## config.mk

```make
export PLATFORM = sky130hd
export DESIGN_NAME = inv_sbox_serial_flat
export DESIGN_NICKNAME = d
export VERILOG_FILES = /design/src/rtl/inv_sbox_serial_if.sv /design/src/rtl/inv_sbox_serial.sv /design/src/flat_wrapper.sv
export SDC_FILE = /design/constraint.sdc
export NUM_CORES = 1
export LEC_CHECK = 0
export BUFFER_PORTS_ARGS = -buffer_cell sky130_fd_sc_hd__buf_2
export CAP_MARGIN = 5
export CORE_ASPECT_RATIO = 0.9
export CORE_UTILIZATION = 40
export CTS_CLUSTER_DIAMETER = 100
export DETAILED_ROUTE_END_ITERATION = 12
export SYNTH_ARGS = -nofsm -noshare
export SYNTH_HDL_FRONTEND = slang
export SYNTH_SLANG_ARGS = --single-unit
```

## constraint.sdc

```tcl
create_clock -name CLK -period 2.4 [get_ports CLK]
set_clock_uncertainty 0.15 [all_clocks]
set_input_delay 0.12 -clock CLK [delete_from_list [all_inputs] [get_ports CLK]]
set_output_delay 0.12 -clock CLK [all_outputs]
set_load 0.01 [all_outputs]
```

## src/rtl/inv_sbox_serial_if.sv

```systemverilog
// inv_sbox_serial_if: handshake bundle for the serial inverse-substitution unit.
//   NIB       - nibbles per word (word width is 4*NIB)
//   IN_VALID  - source offers a word          (master -> slave)
//   IN_READY  - unit can accept a word        (slave  -> master)
//   IN_DATA   - substituted input word        (master -> slave)
//   OUT_VALID - result word available         (slave  -> master)
//   OUT_READY - consumer accepts the result   (master -> slave)
//   OUT_DATA  - inverse-substituted word      (slave  -> master)
//   OUT_ERR   - some nibble had no preimage   (slave  -> master)
//   OUT_AMB   - some nibble had two preimages (slave  -> master)
interface inv_sbox_serial_if #(
  parameter int unsigned NIB = 4
);
  logic               IN_VALID;
  logic               IN_READY;
  logic [4*NIB-1:0]   IN_DATA;
  logic               OUT_VALID;
  logic               OUT_READY;
  logic [4*NIB-1:0]   OUT_DATA;
  logic               OUT_ERR;
  logic               OUT_AMB;

  modport master (
    output IN_VALID, IN_DATA, OUT_READY,
    input  IN_READY, OUT_VALID, OUT_DATA, OUT_ERR, OUT_AMB
  );

  modport slave (
    input  IN_VALID, IN_DATA, OUT_READY,
    output IN_READY, OUT_VALID, OUT_DATA, OUT_ERR, OUT_AMB
  );
endinterface

```

## src/rtl/inv_sbox_serial.sv

```systemverilog
// inv_sbox_serial: serial inverse-substitution unit.
// Accepts a word of NIB nibbles, replaces each nibble (LSB nibble first, one
// per clock) with its preimage under the 4-bit substitution S, and returns the
// result with sticky error (no preimage) and ambiguity (two preimages) flags.
//   CLK   - clock, rising edge
//   RST_N - asynchronous active-low reset
//   bus   - slave side of inv_sbox_serial_if (input and output handshakes)
module inv_sbox_serial #(
  parameter int unsigned NIB = 4
) (
  input  logic              CLK,
  input  logic              RST_N,
  inv_sbox_serial_if.slave  bus
);

  localparam int unsigned    W    = 4 * NIB;
  localparam int unsigned    CW   = (NIB > 1) ? $clog2(NIB) : 1;
  localparam logic [CW-1:0]  LAST = CW'(NIB - 1);

  typedef enum logic [1:0] {
    IDLE = 2'd0,
    RUN  = 2'd1,
    DONE = 2'd2
  } state_t;

  state_t        state;
  logic [W-1:0]  sreg;       // captured input word
  logic [W-1:0]  acc;        // result under construction
  logic [W-1:0]  acc_nx;
  logic [CW-1:0] cnt;
  logic [CW+1:0] base;       // bit offset of nibble cnt (4*cnt)
  logic [3:0]    nib;
  logic [3:0]    inv;
  logic          nerr;
  logic          namb;
  logic          err_acc;
  logic          amb_acc;

  logic          in_ready_q;
  logic          out_valid_q;
  logic [W-1:0]  out_data_q;
  logic          out_err_q;
  logic          out_amb_q;

  assign bus.IN_READY  = in_ready_q;
  assign bus.OUT_VALID = out_valid_q;
  assign bus.OUT_DATA  = out_data_q;
  assign bus.OUT_ERR   = out_err_q;
  assign bus.OUT_AMB   = out_amb_q;

  // Single S^-1 lookup shared by all nibble positions.
  // Input 7 has preimages {0,4}: the lower one is returned and flagged.
  // Input B has no preimage: 0 is returned and flagged as an error.
  always_comb begin
    base = {cnt, 2'b00};
    nib  = sreg[base +: 4];
    case (nib)
      4'h0:    inv = 4'hD;
      4'h1:    inv = 4'h9;
      4'h2:    inv = 4'h5;
      4'h3:    inv = 4'h1;
      4'h4:    inv = 4'hA;
      4'h5:    inv = 4'h6;
      4'h6:    inv = 4'h2;
      4'h7:    inv = 4'h0;
      4'h8:    inv = 4'h8;
      4'h9:    inv = 4'hC;
      4'hA:    inv = 4'hB;
      4'hB:    inv = 4'h0;
      4'hC:    inv = 4'h7;
      4'hD:    inv = 4'h3;
      4'hE:    inv = 4'hF;
      4'hF:    inv = 4'hE;
      default: inv = 4'h0;
    endcase
    nerr   = (nib == 4'hB);
    namb   = (nib == 4'h7);
    acc_nx = acc;
    acc_nx[base +: 4] = inv;
  end

  // The result is built in acc and copied to the output registers only on the
  // final RUN edge, so OUT_DATA/OUT_ERR/OUT_AMB keep the previous word's values
  // through IDLE and RUN.
  always_ff @(posedge CLK or negedge RST_N) begin
    if (!RST_N) begin
      state       <= IDLE;
      sreg        <= '0;
      acc         <= '0;
      cnt         <= '0;
      err_acc     <= 1'b0;
      amb_acc     <= 1'b0;
      in_ready_q  <= 1'b1;
      out_valid_q <= 1'b0;
      out_data_q  <= '0;
      out_err_q   <= 1'b0;
      out_amb_q   <= 1'b0;
    end else begin
      case (state)
        IDLE: begin
          if (bus.IN_VALID && in_ready_q) begin
            sreg       <= bus.IN_DATA;
            acc        <= '0;
            err_acc    <= 1'b0;
            amb_acc    <= 1'b0;
            cnt        <= '0;
            in_ready_q <= 1'b0;
            state      <= RUN;
          end
        end
        RUN: begin
          acc     <= acc_nx;
          err_acc <= err_acc | nerr;
          amb_acc <= amb_acc | namb;
          if (cnt == LAST) begin
            out_data_q  <= acc_nx;
            out_err_q   <= err_acc | nerr;
            out_amb_q   <= amb_acc | namb;
            out_valid_q <= 1'b1;
            state       <= DONE;
          end else begin
            cnt <= cnt + 1'b1;
          end
        end
        DONE: begin
          if (bus.OUT_READY) begin
            out_valid_q <= 1'b0;
            in_ready_q  <= 1'b1;
            state       <= IDLE;
          end
        end
        default: begin
          state       <= IDLE;
          in_ready_q  <= 1'b1;
          out_valid_q <= 1'b0;
        end
      endcase
    end
  end

endmodule

```

## src/flat_wrapper.sv

```systemverilog
// flat-port wrapper written by rule: the top's interface ports become plain ports
module inv_sbox_serial_flat 
#(
  parameter int unsigned NIB = 4
)
  (CLK, RST_N, bus_IN_VALID, bus_IN_DATA, bus_OUT_READY, bus_IN_READY, bus_OUT_VALID, bus_OUT_DATA, bus_OUT_ERR, bus_OUT_AMB);
  inv_sbox_serial_if #(.NIB(NIB)) bus_i ();
  input  logic CLK;
  input  logic RST_N;
  input wire logic [$bits(bus_i.IN_VALID)-1:0] bus_IN_VALID;
  input wire logic [$bits(bus_i.IN_DATA)-1:0] bus_IN_DATA;
  input wire logic [$bits(bus_i.OUT_READY)-1:0] bus_OUT_READY;
  output wire logic [$bits(bus_i.IN_READY)-1:0] bus_IN_READY;
  output wire logic [$bits(bus_i.OUT_VALID)-1:0] bus_OUT_VALID;
  output wire logic [$bits(bus_i.OUT_DATA)-1:0] bus_OUT_DATA;
  output wire logic [$bits(bus_i.OUT_ERR)-1:0] bus_OUT_ERR;
  output wire logic [$bits(bus_i.OUT_AMB)-1:0] bus_OUT_AMB;
  assign bus_i.IN_VALID = bus_IN_VALID;
  assign bus_i.IN_DATA = bus_IN_DATA;
  assign bus_i.OUT_READY = bus_OUT_READY;
  assign bus_IN_READY = bus_i.IN_READY;
  assign bus_OUT_VALID = bus_i.OUT_VALID;
  assign bus_OUT_DATA = bus_i.OUT_DATA;
  assign bus_OUT_ERR = bus_i.OUT_ERR;
  assign bus_OUT_AMB = bus_i.OUT_AMB;
  inv_sbox_serial #(.NIB(NIB)) u_core (.CLK(CLK), .RST_N(RST_N), .bus(bus_i));
endmodule
```

==> run_results.csv <==
group,metric,value,unit
outcome,status,"finished clean",
final_layout,area_delta_synth_final,25.3,%
logic_synthesis,syn_avg_cell_area,11.0,sq um
sta,worst_pin_slew,0.366,ns
sta,rsz0062_at_grt,"false",
power,p_leak,0.00160,uW
global_routing,grt_pass1_vias,2050,
sta,final.period_utilization,92.2,%
global_routing,grt_max_degree,33,
clock_tree,cts_max_level,3,
run,drv_cap,0,
global_routing,antenna_found_initial,0,
global_routing,track_usage,19.1,%
die,pin_count,40,
route,drt_first_pass_iters,5,
logic_synthesis,yosysUniqueCellTypes,39,
sta,drv_slew,0,
die,initial_utilization,41.5,%
logic_synthesis,yosysSeqAreaShare,52.9,%
route,num_vias,2093,
setup_path,path_max_fanout,7,
die,coreArea,6620,sq um
sta,finalHoldViolCount,0,
die,fp.dieW,89.3,um
clock_tree,clk_pin_slew,0.06,ns
logic_synthesis,netlist_top_cells_area,"dfrtp_1 (52%), mux2_2 (7.0%), a21oi_1 (4.6%), nand2_1 (4.0%), nor3b_1 (3.6%)",
route,viasPerCell,5.04,
clock_tree,cts_setup_buffers,0,
final_layout,layout-drive-gt1-share,30.5,%
logic_synthesis,syn-num-nets,276,
placement,dp_slack,0.167,ns
logic_synthesis,yosysWarnings,0,
sta,layout_min_cycle_time,2.21,ns
final_layout,fillCellCount,625,
logic_synthesis,netlist_area,2750,sq um
logic_synthesis,synth_top_area_share,52.0,%
sta,setup_viol,0,
clock_tree,cts_tree,"yes",
setup_path,cp.arrival,2.28,ns
logic_synthesis,synth-seq-cells,58,
global_routing,gr-total-overflow,0,
setup_path,path_class,"reg -> reg",
setup_path,worst_ep_required_time,2.47,ns
clock_tree,clk_latency,0.34,ns
clock_tree,cts_made_buffers,9,
route,drtIter0Drc,100,
power,p_per_area,1280,nW/um^2
die,fp.dieH,80.6,um
placement,placement.io_buffers,39,
clock_tree,cts.sinks,58,
placement,dpl.hpwl,4.12,mm
final_layout,stdcell_area,3440,sq um
route,wl_per_cell,14.3,um
placement,placed_area,3090,sq um
setup_path,cp-end-kind,"flip-flop",
hold_path,hold_class,"in -> async",
final_layout,finish.utilization,51.9,%
sta,maxSlewHeadroom,75.6,%
route,drtAntennaViolNets,0,
logic_synthesis,syn_inst,250,
sta,setup_ws,0.186,ns
final_layout,final_cells,415,
final_layout,layout_common_cells,"dfrtp_1 (57), buf_2 (39), nand2_1 (29)",
placement,placed_cells,380,
logic_synthesis,synth_top_cell_by_area,"dfrtp_1",
route,routed_wl,5.93,mm
placement,gp_congestion,0.760,
final_layout,n_antenna_cell,0,
route,drc,0,
final_layout,nets,346,
sta,fmax,452,MHz
clock_tree,cts_max_path_buffers,2,
setup_path,critPathLaunchType,"flip-flop",
die,num_rows,28,
die,fp.dieArea,7200,sq um
sta,tns,0,ns
power,vdd_drop_max,0.745,mV
global_routing,grt_pass1_wl,10.0,mm
clock_tree,cts-root-buf,"clkbuf_8",
final_layout,layout_commonest_cell,"dfrtp_1",
per-layer routing:
metal / routed length [um] / GRT usage [%]
met3: 261 / 6.47
met1: 2860 / 25.3
met4: 25 / 4.76
met2: 2790 / 29.8
met5: 0 / 0
worst paths after layout:
path	to	startpoint	cells past startpoint	slack [ns]
min in group CLK	u_core.err_acc	bus_IN_VALID	5	0.25
max reg2reg	u_core.acc[5]	u_core.cnt[0]	6	0.19
max in group asynchronous	u_core.bus.IN_READY	RST_N	3	1.34
min	u_core.bus.OUT_DATA[2]	RST_N	2	0.07
max	u_core.acc[5]	u_core.cnt[0]	6	0.19
min reg2reg	u_core.acc[2]	u_core.acc[2]	2	0.32
timing repair:
item,CTS,global route
resized for setup,0,0
hold endpoints to repair,76,0
setup endpoints to repair,0,0
hold buffers,19,0
Yosys cell counts:
cell and count:
nor4bb_1 1, nand2b_1 3, nor4_1 1, buf_1 1, nor2b_4 1, and2_4 1, a32o_1 1, mux2_4 1
o21a_1 5, xnor2_1 1, nor2b_1 4, o211a_1 1, a21oi_1 25, buf_6 1, o22ai_1 4, clkbuf_1 4
nor3b_1 13, a31oi_1 2, inv_1 10, and3_1 1, a22o_1 3, o21ai_0 19, nor3_1 3, dfstp_2 1
buf_2 2, dfrtp_1 57, and2_1 3, buf_4 1, ha_1 6, nand2_1 29, a21oi_2 2, mux4_2 4
nor2_1 9, a21o_1 1, o21ai_2 8, nor2b_2 1, and3b_1 1, o21ai_1 2, mux2_2 17
logic make-up (layout without fill, tap and decap cells):
family                   after synthesis  count (layout)  synth area share (%)
buffers and inverters                 19              94                  3.10
AO/OA/AOI/OAI                         73              73                  16.3
flip-flops                            58              58                  52.9
multiplexers                          22              22                  10.8
XOR/XNOR                               1               1                 0.319
adder cells (fa/ha/maj)                6               6                  2.73
AND/OR/NAND/NOR                       71              71                  13.9
registers in the layout, summed over array words and instances, names as in the netlist:
register and flops:
u_core.acc 16, u_core.bus.OUT_ERR 1, u_core.sreg 16, u_core.bus.OUT_AMB 1, u_core.bus.OUT_VALID 1, u_core.cnt 2
u_core.bus.IN_READY 1, u_core.bus.OUT_DATA 16, u_core.state 2, u_core.err_acc 1, u_core.amb_acc 1
layout make-up:
class / instances / area (sq um) / area share, %
Timing Repair Buffer: 68 / 460 / 13.4
Tap cell: 90 / 113 / 3.27
Multi-Input combinational cell: 173 / 1210 / 35.2
Sequential cell: 58 / 1450 / 42.2
Clock buffer: 13 / 149 / 4.33
Inverter: 10 / 37.5 / 1.09
Clock inverter: 3 / 15.0 / 0.437
worst max-delay path: stages (launching register included):
cell,delay (ns)
dfrtp_1,0.51
mux4_2,0.65
nor2b_1,0.18
o21a_1,0.17
a21oi_2,0.16
buf_4,0.17
o21ai_0,0.09
stage by stage:
step | power [uW] | hold slack, ns
2_1_floorplan | 2990 | -0.326
3_3_place_gp | 3590 | -0.101
3_5_place_dp | 3640 | -0.101
4_1_cts | 4440 | 0.0649
5_1_grt | 4740 | 0.110
6_report | 4390 | 0.0680
report_power, final:
part	internal [uW]	leakage (uW)	total [uW]	switching (uW)
sequential	1370	0.000749	1610	245
combinational	879	0.000768	2020	1140
clock	398	0.0000872	762	364
total	2650	0.00160	4390	1750
(Power assumes the default switching activity.)
